### src/rtl/pc_pkg.sv
// Shared types and defaults for the program-counter sequencer.
package pc_pkg;

    localparam int unsigned PC_WIDTH_DEF        = 8;
    localparam int unsigned PC_RESET_VECTOR_DEF = 0;

    // Next-PC source, listed lowest to highest priority after hold
    typedef enum logic [2:0] {
        PC_HOLD = 3'd0,
        PC_INC  = 3'd1,
        PC_BR   = 3'd2,
        PC_LOAD = 3'd3,
        PC_CALL = 3'd4,
        PC_RET  = 3'd5
    } pc_src_e;

endpackage

### src/rtl/pc_sequencer_if.sv
// Request/status bundle between the fetch control and the PC sequencer.
interface pc_sequencer_if
    import pc_pkg::*;
#(
    parameter int unsigned WIDTH = PC_WIDTH_DEF,
    parameter int unsigned OFF_W = 8,
    parameter int unsigned HIST  = 2
);
    logic                    Enable_PC;
    logic                    Update_PC;
    logic [WIDTH-1:0]        New_Address;
    logic                    Branch_PC;
    logic [OFF_W-1:0]        Offset;
    logic                    Call_PC;
    logic                    Ret_PC;
    logic                    Stall;
    logic                    Flush;
    logic [WIDTH-1:0]        PC;
    logic [HIST*WIDTH-1:0]   PC_Hist;
    logic [HIST-1:0]         Hist_Valid;
    logic                    Ras_Err;

    modport master (
        output Enable_PC, Update_PC, New_Address, Branch_PC, Offset,
               Call_PC, Ret_PC, Stall, Flush,
        input  PC, PC_Hist, Hist_Valid, Ras_Err
    );

    modport slave (
        input  Enable_PC, Update_PC, New_Address, Branch_PC, Offset,
               Call_PC, Ret_PC, Stall, Flush,
        output PC, PC_Hist, Hist_Valid, Ras_Err
    );
endinterface

### src/rtl/pc_ras.sv
// Circular return-address stack: a push when full overwrites the oldest
// entry, a pop when empty changes nothing; both raise a one-cycle error.
module pc_ras
    import pc_pkg::*;
#(
    parameter int unsigned WIDTH = PC_WIDTH_DEF,
    parameter int unsigned DEPTH = 4
) (
    input  logic             clk,
    input  logic             rst_n,
    input  logic             push_i,
    input  logic             pop_i,
    input  logic [WIDTH-1:0] push_data_i,
    output logic [WIDTH-1:0] top_c,
    output logic             empty_c,
    output logic             err_o
);
    localparam int unsigned PTR_W = (DEPTH > 1) ? $clog2(DEPTH) : 1;
    localparam int unsigned CNT_W = PTR_W + 1;

    logic [WIDTH-1:0] mem_q [DEPTH];
    logic [PTR_W-1:0] ptr_q, ptr_d;
    logic [CNT_W-1:0] cnt_q, cnt_d;
    logic             err_q, err_d;
    logic             wr_en;

    // Pointer/count update; pop takes precedence if both are requested
    always_comb begin
        ptr_d = ptr_q;
        cnt_d = cnt_q;
        err_d = 1'b0;
        wr_en = 1'b0;
        if (pop_i) begin
            if (cnt_q == '0) begin
                err_d = 1'b1;
            end else begin
                ptr_d = ptr_q - PTR_W'(1);
                cnt_d = cnt_q - CNT_W'(1);
            end
        end else if (push_i) begin
            wr_en = 1'b1;
            ptr_d = ptr_q + PTR_W'(1);
            if (cnt_q == CNT_W'(DEPTH)) begin
                err_d = 1'b1;
            end else begin
                cnt_d = cnt_q + CNT_W'(1);
            end
        end
    end

    // Control state; reset empties the stack
    always_ff @(posedge clk or negedge rst_n) begin
        if (!rst_n) begin
            ptr_q <= '0;
            cnt_q <= '0;
            err_q <= 1'b0;
        end else begin
            ptr_q <= ptr_d;
            cnt_q <= cnt_d;
            err_q <= err_d;
        end
    end

    // Entry storage; contents are only meaningful below the count
    always_ff @(posedge clk) begin
        if (wr_en) begin
            mem_q[ptr_q] <= push_data_i;
        end
    end

    assign top_c   = mem_q[ptr_q - PTR_W'(1)];
    assign empty_c = (cnt_q == '0);
    assign err_o   = err_q;

endmodule

### src/rtl/pc_sequencer.sv
// Program-counter sequencer with PC history and optional return-address
// stack (enabled by defining PC_RAS_EN).
module pc_sequencer
    import pc_pkg::*;
#(
    parameter int unsigned WIDTH        = PC_WIDTH_DEF,
    parameter int unsigned STEP         = 1,
    parameter int unsigned OFF_W        = 8,
    parameter int unsigned HIST         = 2,
    parameter int unsigned RAS_DEPTH    = 4,
    parameter int unsigned RESET_VECTOR = PC_RESET_VECTOR_DEF
) (
    input  logic           clk,
    input  logic           Reset,
    pc_sequencer_if.slave  bus
);
    logic [WIDTH-1:0]      pc_q, pc_d;
    logic [HIST*WIDTH-1:0] hist_q, hist_d;
    logic [HIST-1:0]       hv_q, hv_d;
    pc_src_e               src_c;
    logic [WIDTH-1:0]      inc_c, br_c;
    logic [WIDTH-1:0]      ras_top_c;
    logic                  ras_empty_c;
    logic                  ras_err;

    assign inc_c = pc_q + WIDTH'(STEP);
    assign br_c  = pc_q + WIDTH'($signed(bus.Offset));

`ifdef PC_RAS_EN
    // Call/return storage
    pc_ras #(
        .WIDTH (WIDTH),
        .DEPTH (RAS_DEPTH)
    ) u_ras (
        .clk         (clk),
        .rst_n       (Reset),
        .push_i      (src_c == PC_CALL),
        .pop_i       (src_c == PC_RET),
        .push_data_i (inc_c),
        .top_c       (ras_top_c),
        .empty_c     (ras_empty_c),
        .err_o       (ras_err)
    );
`else
    logic unused_ret;
    assign unused_ret  = bus.Ret_PC;
    assign ras_top_c   = '0;
    assign ras_empty_c = 1'b1;
    assign ras_err     = 1'b0;
`endif

    // Request priority: stall, return, call, load, branch, increment
    always_comb begin
        src_c = PC_HOLD;
        if (bus.Stall) begin
            src_c = PC_HOLD;
`ifdef PC_RAS_EN
        end else if (bus.Ret_PC) begin
            src_c = PC_RET;
        end else if (bus.Call_PC) begin
            src_c = PC_CALL;
`else
        end else if (bus.Call_PC) begin
            src_c = PC_LOAD;
`endif
        end else if (bus.Update_PC) begin
            src_c = PC_LOAD;
        end else if (bus.Branch_PC) begin
            src_c = PC_BR;
        end else if (bus.Enable_PC) begin
            src_c = PC_INC;
        end
    end

    // Next PC and history shift; stall freezes everything
    always_comb begin
        pc_d   = pc_q;
        hist_d = hist_q;
        hv_d   = hv_q;
        case (src_c)
            PC_INC:  pc_d = inc_c;
            PC_BR:   pc_d = br_c;
            PC_LOAD: pc_d = bus.New_Address;
            PC_CALL: pc_d = bus.New_Address;
            PC_RET:  pc_d = ras_empty_c ? pc_q : ras_top_c;
            default: pc_d = pc_q;
        endcase
        if (!bus.Stall) begin
            hist_d[0 +: WIDTH] = pc_q;
            hv_d[0]            = 1'b1;
            for (int k = 1; k < int'(HIST); k++) begin
                hist_d[k*WIDTH +: WIDTH] = hist_q[(k-1)*WIDTH +: WIDTH];
                hv_d[k]                  = hv_q[k-1];
            end
            if (bus.Flush) begin
                hv_d = '0;
            end
        end
    end

    // PC and history registers
    always_ff @(posedge clk or negedge Reset) begin
        if (!Reset) begin
            pc_q   <= WIDTH'(RESET_VECTOR);
            hist_q <= '0;
            hv_q   <= '0;
        end else begin
            pc_q   <= pc_d;
            hist_q <= hist_d;
            hv_q   <= hv_d;
        end
    end

    assign bus.PC         = pc_q;
    assign bus.PC_Hist    = hist_q;
    assign bus.Hist_Valid = hv_q;
    assign bus.Ras_Err    = ras_err;

endmodule
### src/flat_wrapper.sv
// flat-port wrapper written by rule: the top's interface ports become plain ports
module pc_sequencer_flat import pc_pkg::*;
#(
    parameter int unsigned WIDTH        = PC_WIDTH_DEF,
    parameter int unsigned STEP         = 1,
    parameter int unsigned OFF_W        = 8,
    parameter int unsigned HIST         = 2,
    parameter int unsigned RAS_DEPTH    = 4,
    parameter int unsigned RESET_VECTOR = PC_RESET_VECTOR_DEF
)
  (clk, Reset, bus_Enable_PC, bus_Update_PC, bus_New_Address, bus_Branch_PC, bus_Offset, bus_Call_PC, bus_Ret_PC, bus_Stall, bus_Flush, bus_PC, bus_PC_Hist, bus_Hist_Valid, bus_Ras_Err);
  pc_sequencer_if #(.WIDTH(WIDTH), .OFF_W(OFF_W), .HIST(HIST)) bus_i ();
  input  logic clk;
  input  logic Reset;
  input wire logic [$bits(bus_i.Enable_PC)-1:0] bus_Enable_PC;
  input wire logic [$bits(bus_i.Update_PC)-1:0] bus_Update_PC;
  input wire logic [$bits(bus_i.New_Address)-1:0] bus_New_Address;
  input wire logic [$bits(bus_i.Branch_PC)-1:0] bus_Branch_PC;
  input wire logic [$bits(bus_i.Offset)-1:0] bus_Offset;
  input wire logic [$bits(bus_i.Call_PC)-1:0] bus_Call_PC;
  input wire logic [$bits(bus_i.Ret_PC)-1:0] bus_Ret_PC;
  input wire logic [$bits(bus_i.Stall)-1:0] bus_Stall;
  input wire logic [$bits(bus_i.Flush)-1:0] bus_Flush;
  output wire logic [$bits(bus_i.PC)-1:0] bus_PC;
  output wire logic [$bits(bus_i.PC_Hist)-1:0] bus_PC_Hist;
  output wire logic [$bits(bus_i.Hist_Valid)-1:0] bus_Hist_Valid;
  output wire logic [$bits(bus_i.Ras_Err)-1:0] bus_Ras_Err;
  assign bus_i.Enable_PC = bus_Enable_PC;
  assign bus_i.Update_PC = bus_Update_PC;
  assign bus_i.New_Address = bus_New_Address;
  assign bus_i.Branch_PC = bus_Branch_PC;
  assign bus_i.Offset = bus_Offset;
  assign bus_i.Call_PC = bus_Call_PC;
  assign bus_i.Ret_PC = bus_Ret_PC;
  assign bus_i.Stall = bus_Stall;
  assign bus_i.Flush = bus_Flush;
  assign bus_PC = bus_i.PC;
  assign bus_PC_Hist = bus_i.PC_Hist;
  assign bus_Hist_Valid = bus_i.Hist_Valid;
  assign bus_Ras_Err = bus_i.Ras_Err;
  pc_sequencer #(.WIDTH(WIDTH), .STEP(STEP), .OFF_W(OFF_W), .HIST(HIST), .RAS_DEPTH(RAS_DEPTH), .RESET_VECTOR(RESET_VECTOR)) u_core (.clk(clk), .Reset(Reset), .bus(bus_i));
endmodule
### config.mk
export PLATFORM = sky130hd
export DESIGN_NAME = pc_sequencer_flat
export DESIGN_NICKNAME = d
export VERILOG_FILES = /design/src/rtl/pc_pkg.sv /design/src/rtl/pc_sequencer_if.sv /design/src/rtl/pc_ras.sv /design/src/rtl/pc_sequencer.sv /design/src/flat_wrapper.sv
export SDC_FILE = /design/constraint.sdc
export NUM_CORES = 1
export LEC_CHECK = 0
export ABC_AREA = 1
export ABC_CLOCK_PERIOD_IN_PS = 1800
export BUFFER_PORTS_ARGS = -buffer_cell sky130_fd_sc_hd__buf_2
export CELL_PAD_IN_SITES_DETAIL_PLACEMENT = 0
export CELL_PAD_IN_SITES_GLOBAL_PLACEMENT = 1
export CORE_ASPECT_RATIO = 1.25
export CORE_MARGIN = 2
export CORE_UTILIZATION = 35
export DETAILED_ROUTE_END_ITERATION = 10
export PLACE_DENSITY = 0.75
export SYNTH_ARGS = -nofsm -noshare
export SYNTH_HDL_FRONTEND = slang
export SYNTH_SLANG_ARGS = --single-unit
### constraint.sdc
create_clock -name clk -period 1.8 [get_ports clk]
set_clock_uncertainty 0.05 [all_clocks]
set_input_delay 0.18 -clock clk [delete_from_list [all_inputs] [get_ports clk]]
set_output_delay 0.18 -clock clk [all_outputs]
set_load 0.02 [all_outputs]
==> key figures, run 1 <==
Yosys
  • Synth Area in Simple Gates: 26.38%
  • Async SR Flop Fraction: 100.0%
  • Largest family of logic cells by synthesized area: simple AND/OR/NAND/NOR gates
  • Mean Syn Cell Area: 7.682 um2
  • Synthesized instance count: 200
  • Synth warn: 0
  • Post-synth EDFFs: 0
  • Most area-consuming cells after synthesis: dfrtp_1 (42%), nand2_1 (16%), inv_1 (6.4%)
  • Synth Area in Compound Gates: 12.38%
  • Register area share after synthesis: 42.35%
  • Ys flop type: dfrtp_1
  • Fraction of synthesized area in multiplexers: 0%
  • Area leader, netlist: dfrtp_1
  • Syn nets: 233
  • Yosys cell types: 34
  • Xor/xnor cell area share of the yosys netlist: 1.140%
  • Area share of the largest cell type after synthesis: 42.35%
  • Adder-Cell Fraction of Synth Area: 7.003%
  • Synthesized cell area: 1536 um2
  • Synthesized flop and latch total: 26

Floorplan
  • Placement Rows: 26
  • Die extent in x: 63.26 um
  • Core area: 4164 um2
  • Die area: 4939 um2
  • Starting density of the core: 36.90%
  • Die Height: 78.08 um
  • I/O pin cnt: 52

Timing
  • F_max: 614.8 MHz
  • Unrepaired setup endpoints after global routing: false
  • Relative slew slack: 60.84%
  • Final setup viols: 0
  • Tightest Pin Transition: 587.3 ps
  • Final hold viol count: 0
  • Period Utilization, post-route: 90.37%
  • Final Critical Period: 1627 ps
  • Final Max Tran Viols: 0

Cells and area
  • P&R area growth vs syn: 29.97%
  • Ant. Diodes: 0
  • Commonest non-fill, non-tap cell in the layout: nand2_1
  • Layout cell share with drive strength beyond 1: 32.18%
  • NumNets Final: 295
  • Commonest cells after routing, fill and taps aside: nand2_1 (66), buf_2 (49), dfrtp_1 (26)
  • Final core occ: 47.96%
  • Fillers: 459

Global routing
  • Initial antenna violation count: 0
  • Vias in the first global route: 1,352
  • Global-route wire length before repair: 6.134 mm
  • Overall Global Routing Usage: 15.37%
  • GRT overflow: 0
  • Largest net degree at the start of global routing: 27

Clock network
  • CTS tree: yes
  • Max clock buf depth: 2
  • Root buffer cell: clkbuf_8
  • Inserted Clock Buffers: 3
  • Reg clk slew, reported paths: 90 ps
  • Clk sinks: 26
  • Clk_lat worst skew: 260 ps
  • H-tree depth: 1

Setup path
  • Most frequent cell on the critical path: nand2_1
  • Crit-path max FO: 3
  • Reg-to-reg startpoint: u_core.bus.PC[0]
  • CP delay by family, top: adder cells
  • Crit path buffers/inverters: 2
  • Worst EP arrival: 1770 ps
  • Crit-path slowest cell: dfrtp_1
  • R2r setup slk: 170 ps
  • Cell breakdown of the critical path: ha_4, inv_2, fa_2, inv_1, nand4_1, nand3_1, nand2_1, nand2_1, nor2_1, o21ai_1
  • R2R Path End: u_core.bus.PC[6]
  • WP data required: 1950 ps
  • R2R cell count: 10
  • Critical path's largest stage delay: 410 ps
  • Worst setup EP type: flip-flop
  • CP startpoint kind: flip-flop
  • Critical path class: flip-flop to flip-flop

Power
  • VDD IR-drop max: 0.3124 mV
  • Total Power: 1.847 mW
  • PwrDens: 924.7 nW/um2
  • LEAKAGE: 1.126 nW

Worst hold path
  • Hold Path Sink: u_core.bus.PC[1]
  • Hold path start: bus_New_Address[1]
  • Worst min-delay path category: input port to flip-flop
  • WHS Path Cells: 3

Detailed routing
  • DRC Markers: 0
  • Initial DRC count: 108
  • Vias post-DR: 1,386
  • ANT nets after route: 0
  • Wire length per cell: 10.92 um
  • Final wirelength: 3.461 mm
  • Drt first pass iters: 4
  • Drt via density: 4.372

Status
  • Outcome: complete, no violations

Placement
  • Port bufs: 49
  • Placer Congestion: 0.7701
  • DP HPWL: 2.641 mm

Job
  • Maximum capacitance violations: 0
[Yosys cell counts, types with 2 or more instances]
| master | instances |
|---|---|
| inv_1 | 26 |
| nor2_1 | 17 |
| clkbuf_1 | 3 |
| inv_2 | 4 |
| o21ai_1 | 4 |
| nand2_1 | 66 |
| or2_2 | 2 |
| ha_1 | 7 |
| o21ai_0 | 10 |
| nand3_1 | 7 |
| a21oi_1 | 6 |
| dfrtp_1 | 26 |
[worst register-to-register path: stages (launching register included)]
cell and delay [ps]:
dfrtp_1 410, ha_4 160, inv_2 40, fa_2 370, inv_1 70, nand4_1 90, nand3_1 110, nand2_1 60
nand2_1 50, nor2_1 40, o21ai_1 110
[per-layer routing]
| layer | up-vias | part of all wire [%] | track usage [%] |
|---|---|---|---|
| li1 | 740 | - | - |
| met1 | 611 | 46 | 20.20 |
| met2 | 31 | 49 | 25.96 |
| met3 | 4 | 3.3 | 1.289 |
| met4 | 0 | 1.4 | 6.522 |
| met5 | - | 0 | 0 |
[sequential cells by signal, indices dropped and copies added, names as in the netlist]
register / flops
u_core.bus.PC_Hist: 16
u_core.bus.Hist_Valid: 2
u_core.bus.PC: 8
[per-stage QoR]
| stage | setup WS, ps | hold WS [ps] | TNS [ps] | cell area (um2) | cells |
|---|---|---|---|---|---|
| final | 173.4 | 86.19 | 0 | 1997 | 317 |
| after global routing | 1.169 | 104.2 | 0 | 1997 | 317 |
| after CTS | 162.6 | 78.62 | 0 | 1994 | 317 |
| after global placement | -47.39 | 174.9 | -73.98 | 1929 | 312 |
| after detailed placement | -66.38 | 177.2 | -102.4 | 1929 | 312 |
| after floorplan | 7.808 | -165.6 | 0 | 1554 | 200 |
[what timing repair did]
item / CTS / global route
setup endpoints to repair: 0 / 1
resized for setup: 0 / 1
buffers inserted: 0 / 0
hold buffers: 1 / 0
endpoints found under the hold margin: 26 / 0
[area by class of cell]
cell class              instances  area (um2)  share of cell area, %
flip-flops and latches         26       650.6                  32.58
clock buffers                   4       55.05                  2.757
well taps                      56       70.07                  3.509
repair buffers                 62       345.3                  17.29
inverters                      33       131.4                  6.579
multi-input cells             136       744.5                  37.28
[power breakdown]
part / internal, mW / leakage [nW] / switching [mW]
Clock: 0.195 / 0.0288 / 0.178
Sequential: 0.691 / 0.317 / 0.0815
Combinational: 0.277 / 0.781 / 0.424
Total: 1.16 / 1.13 / 0.684
[cells by family after synthesis]
logic type | count (synthesis)
xor+xnor | 2
simple gates | 97
fa+ha+maj | 8
buf+inv | 38
other cells | 1
flops | 26
compound gates | 28
[worst max path at each step]
stage | from | end | slack (ps) | cells past startpoint
after floorplan | bus_Stall | u_core.bus.PC[6] | 8 | 14
after global placement | bus_Update_PC | u_core.bus.PC[6] | -50 | 14
after detailed placement | bus_Update_PC | u_core.bus.PC[6] | -70 | 14
after CTS | u_core.bus.PC[0] | u_core.bus.PC[6] | 160 | 10
after global routing | bus_Update_PC | u_core.bus.PC[6] | 1 | 14
final | u_core.bus.PC[0] | u_core.bus.PC[6] | 170 | 10
No activity file was read; power rests on OpenSTA's default activity.
==> inputs of run 2 (changes only) <==
Settings changed: ABC_AREA 1 to 0, CORE_UTILIZATION 35 to 37, PLACE_DENSITY 0.75 to 0.74.
==> key figures, run 2 <==
Timing
  • Final worst slack: -5.334 ps (-178.7 ps)
  • Final Max Tran Viols: 0 (unchanged)
  • Tightest Pin Transition: 559.6 ps (-27.74 ps)
  • F_max: 553.9 MHz (-9.9%)
  • Relative slew slack: 62.69% (+1.8 points)
  • Unrepaired setup endpoints after global routing: true
  • Final Critical Period: 1805 ps (+178.7 ps)
  • Setup TNS: -5.334 ps (-5.334 ps)
  • Final setup viols: 1 (+1)
  • Hold slack: 56.98 ps (-29.21 ps)
  • Period Utilization, post-route: 100.3% (+9.9 points)
  • Final hold viol count: 0 (unchanged)

Cells and area
  • Commonest non-fill, non-tap cell in the layout: buf_2
  • Layout cell share with drive strength beyond 1: 54.87% (+23 points)
  • Finished Layout Cells: 249 (-21%)
  • Fillers: 347 (-24%)
  • P&R area growth vs syn: 36.66%
  • Commonest cells after routing, fill and taps aside: buf_2 (47), dfrtp_1 (26), buf_4 (17)
  • Ant. Diodes: 0 (unchanged)
  • Max reg flops: 16 (unchanged)
  • NumNets Final: 229 (-22%)

Detailed routing
  • ANT nets after route: 0 (unchanged)
  • Vias post-DR: 1,228 (-11%)
  • Drt first pass iters: 4 (unchanged)
  • DRC Markers: 0 (unchanged)
  • Drt via density: 4.932 (+13%)
  • Final wirelength: 3.262 mm (-5.7%)
  • Initial DRC count: 34 (-69%)
  • Wire length per cell: 13.10 um (+20%)

Yosys
  • Ys flop type: dfrtp_1
  • Area leader, netlist: dfrtp_1
  • Synthesized instance count: 128 (-36%)
  • Largest family of logic cells by synthesized area: compound AO/OA/AOI/OAI gates
  • Adder-Cell Fraction of Synth Area: 7.401% (+0.40 points)
  • Fraction of synthesized area in multiplexers: 13.68% (+14 points)
  • Top post-synthesis cells by count: dfrtp_1 (26), mux2_2 (15), nor2_1 (9)
  • Most area-consuming cells after synthesis: dfrtp_1 (45%), mux2_2 (12%), ha_1 (6.0%)
  • Synth warn: 0 (unchanged)
  • Synthesized flop and latch total: 26 (unchanged)
  • Synth Area in Compound Gates: 17.13% (+4.7 points)
  • Post-synth EDFFs: 0 (unchanged)
  • Synthesized cell area: 1454 um2 (-5.4%)
  • Syn nets: 161 (-31%)
  • Yosys cell types: 43 (+26%)
  • Most frequent cell after synthesis: dfrtp_1
  • Async SR Flop Fraction: 100.0% (unchanged)
  • Register area share after synthesis: 44.75% (+2.4 points)
  • Area share of the largest cell type after synthesis: 44.75% (+2.4 points)
  • Synth Area in Simple Gates: 12.13% (-14 points)
  • Mean Syn Cell Area: 11.36 um2 (+48%)
  • Xor/xnor cell area share of the yosys netlist: 1.807% (+0.67 points)

Clock network
  • CTS tree: yes
  • Clk sinks: 26 (unchanged)
  • Max clock buf depth: 2 (unchanged)
  • Root buffer cell: clkbuf_8
  • Reg clk slew, reported paths: 80 ps (about the same)
  • Inserted Clock Buffers: 3 (unchanged)
  • Clk_lat worst skew: 260 ps (about the same)
  • H-tree depth: 1 (unchanged)

Status
  • Outcome: finished, violations left
  • Violated checks: setup timing

Floorplan
  • Starting density of the core: 38.41% (+1.5 points)
  • Placement Rows: 25 (-3.8%)
  • I/O pin cnt: 52 (unchanged)
  • Die area: 4450 um2 (-9.9%)
  • Die extent in x: 60.07 um (-5.1%)
  • Die Height: 74.09 um (-5.1%)
  • Core area: 3785 um2 (-9.1%)

Global routing
  • GR Util met1: 20.64% (+0.44 points)
  • Vias in the first global route: 1,198 (-11%)
  • Met2 Use GR: 26.69% (+0.73 points)
  • Initial antenna violation count: 0 (unchanged)
  • Grt met3 use: 1.391% (+0.10 points)
  • GRT overflow: 0 (unchanged)
  • Overall Global Routing Usage: 16.02% (+0.65 points)
  • Gr busiest metal: met2
  • Largest net degree at the start of global routing: 27 (unchanged)
  • Global-route wire length before repair: 5.471 mm (-11%)

Setup path
  • Crit-path max FO: 6 (+3)
  • Crit-path slowest cell: nor4b_4
  • Crit path buffers/inverters: 2 (unchanged)
  • CP delay by family, top: simple AND/OR/NAND/NOR gates
  • Worst setup EP type: flip-flop
  • WP data required: 1900 ps (-50 ps)
  • R2R cell count: 6 (-4)
  • Cell breakdown of the critical path: buf_6, nor4b_4, nand2b_1, ha_2, inv_2, fa_2, nor2b_1, o31a_1, o21ai_1, mux2i_1, nor2_1
  • Worst EP arrival: 1910 ps (+140 ps)
  • Reg-to-reg startpoint: u_core.bus.PC[2]
  • Critical path's largest stage delay: 380 ps (-30 ps)
  • R2R Path End: u_core.bus.PC[6]
  • Critical path class: input port to flip-flop
  • R2r setup slk: 60 ps (-110 ps)
  • CP startpoint kind: input port

Power
  • PwrDens: 882.2 nW/um2 (-4.6%)
  • Total Power: 1.753 mW (-5.1%)
  • Gate power share: 35.8% (-2.1 points)
  • LEAKAGE: 0.9688 nW (-14%)
  • Internal power: 1.171 mW (+0.64%)
  • Clk network pwr share: 20.7% (+0.5 points)
  • VDD IR-drop max: 0.2762 mV (-12%)
  • Flop pwr share: 43.6% (+1.8 points)
  • Sw Pwr: 582.3 uW (-15%)
  • Switching share of power: 33.22% (-3.8 points)

Worst hold path
  • Hold path start: bus_Flush
  • WHS Path Cells: 2 (-1)
  • Hold Path Sink: u_core.bus.Hist_Valid[1]
  • Worst min-delay path category: input port to flip-flop

Job
  • Maximum capacitance violations: 0 (unchanged)

Placement
  • Placer Congestion: 0.8691 (+13%)
  • Placed Cells: 243 (-22%)
  • Port bufs: 49 (unchanged)
  • DP HPWL: 2.711 mm (+2.7%)
run 2: changes by cell type in the layout (fill, tap and decap cells not counted), sizes merged, moves of 5 or more:
| cell | before | now |
|---|---|---|
| mux2 | 0 | 15 |
| buf | 61 | 66 |
| nand3 | 7 | 2 |
| inv | 31 | 4 |
| nand2 | 66 | 6 |
| and2 | 0 | 6 |
| a21oi | 8 | 3 |
| nor2 | 18 | 9 |
| o21ai | 15 | 9 |
run 2: logic make-up (layout without fill, tap and decap cells):
group                    after synthesis  after routing
buffers and inverters                  8             75
AND/OR/NAND/NOR                       30             30
adder cells (fa/ha/maj)                8              8
flip-flops                            26             26
AO/OA/AOI/OAI                         34             34
multiplexers                          18             18
other                                  1              1
XOR/XNOR                               3              3
run 2: how the worst max path moves through the flow:
stage,from,end,cells past startpoint
after floorplan,bus_Stall,u_core.bus.PC[6],9
after global placement,bus_Update_PC,u_core.bus.PC[6],9
after detailed placement,bus_Update_PC,u_core.bus.PC[7],10
after CTS,bus_Stall,u_core.bus.PC[6],11
after global routing,bus_Stall,u_core.bus.PC[6],11
final,bus_Stall,u_core.bus.PC[6],11
run 2: power groups by stage:
stage / combinational, mW / clock (mW) / sequential (mW)
floorplan: 0.234 / 0 / 0.906
global placement: 0.598 / 0 / 0.772
detailed placement: 0.609 / 0 / 0.779
CTS: 0.624 / 0.372 / 0.767
global route: 0.681 / 0.399 / 0.784
finish: 0.627 / 0.362 / 0.764
run 2: per-stage QoR:
stage / worst slack (ps) / util, % / cell area [um2]
2_1_floorplan: -272.1 / - / 1474
3_5_place_dp: -337.7 / 49.59 / 1877
4_1_cts: -19.29 / 52.03 / 1969
5_1_grt: -151.2 / 52.50 / 1987
6_report: -5.334 / 52.50 / 1987
3_3_place_gp: -296.1 / 49.59 / 1877
run 2: final cells by class:
class	instances	area (um2)	area share [%]
sequential	26	650.6	32.75
timing repair buffer	67	395.4	19.90
tap	54	67.56	3.400
inverter	4	15.01	0.7557
multi-input combinational	94	803.3	40.43
clock buffer	4	55.05	2.771
run 2: layer usage:
layer / share of wire (%) / vias to the layer above
met5: 0 / -
met4: 2.6 / 0
met3: 4.1 / 6
met2: 50 / 40
met1: 44 / 581
li1: - / 601
run 2: timing repair:
action                     CTS  global route
hold endpoints to repair    26             0
cloned                       0             0
buffers inserted             1             0
resized for setup            6             4
setup endpoints to repair    3             4
pin swaps                    2             0
hold buffers                 1             0
run 2: worst register-to-register path: stages (launching register included):
cell	delay, ps
dfrtp_1	430
ha_1	340
nor2b_1	150
o31a_1	250
o21ai_1	150
mux2i_1	200
nor2_1	60
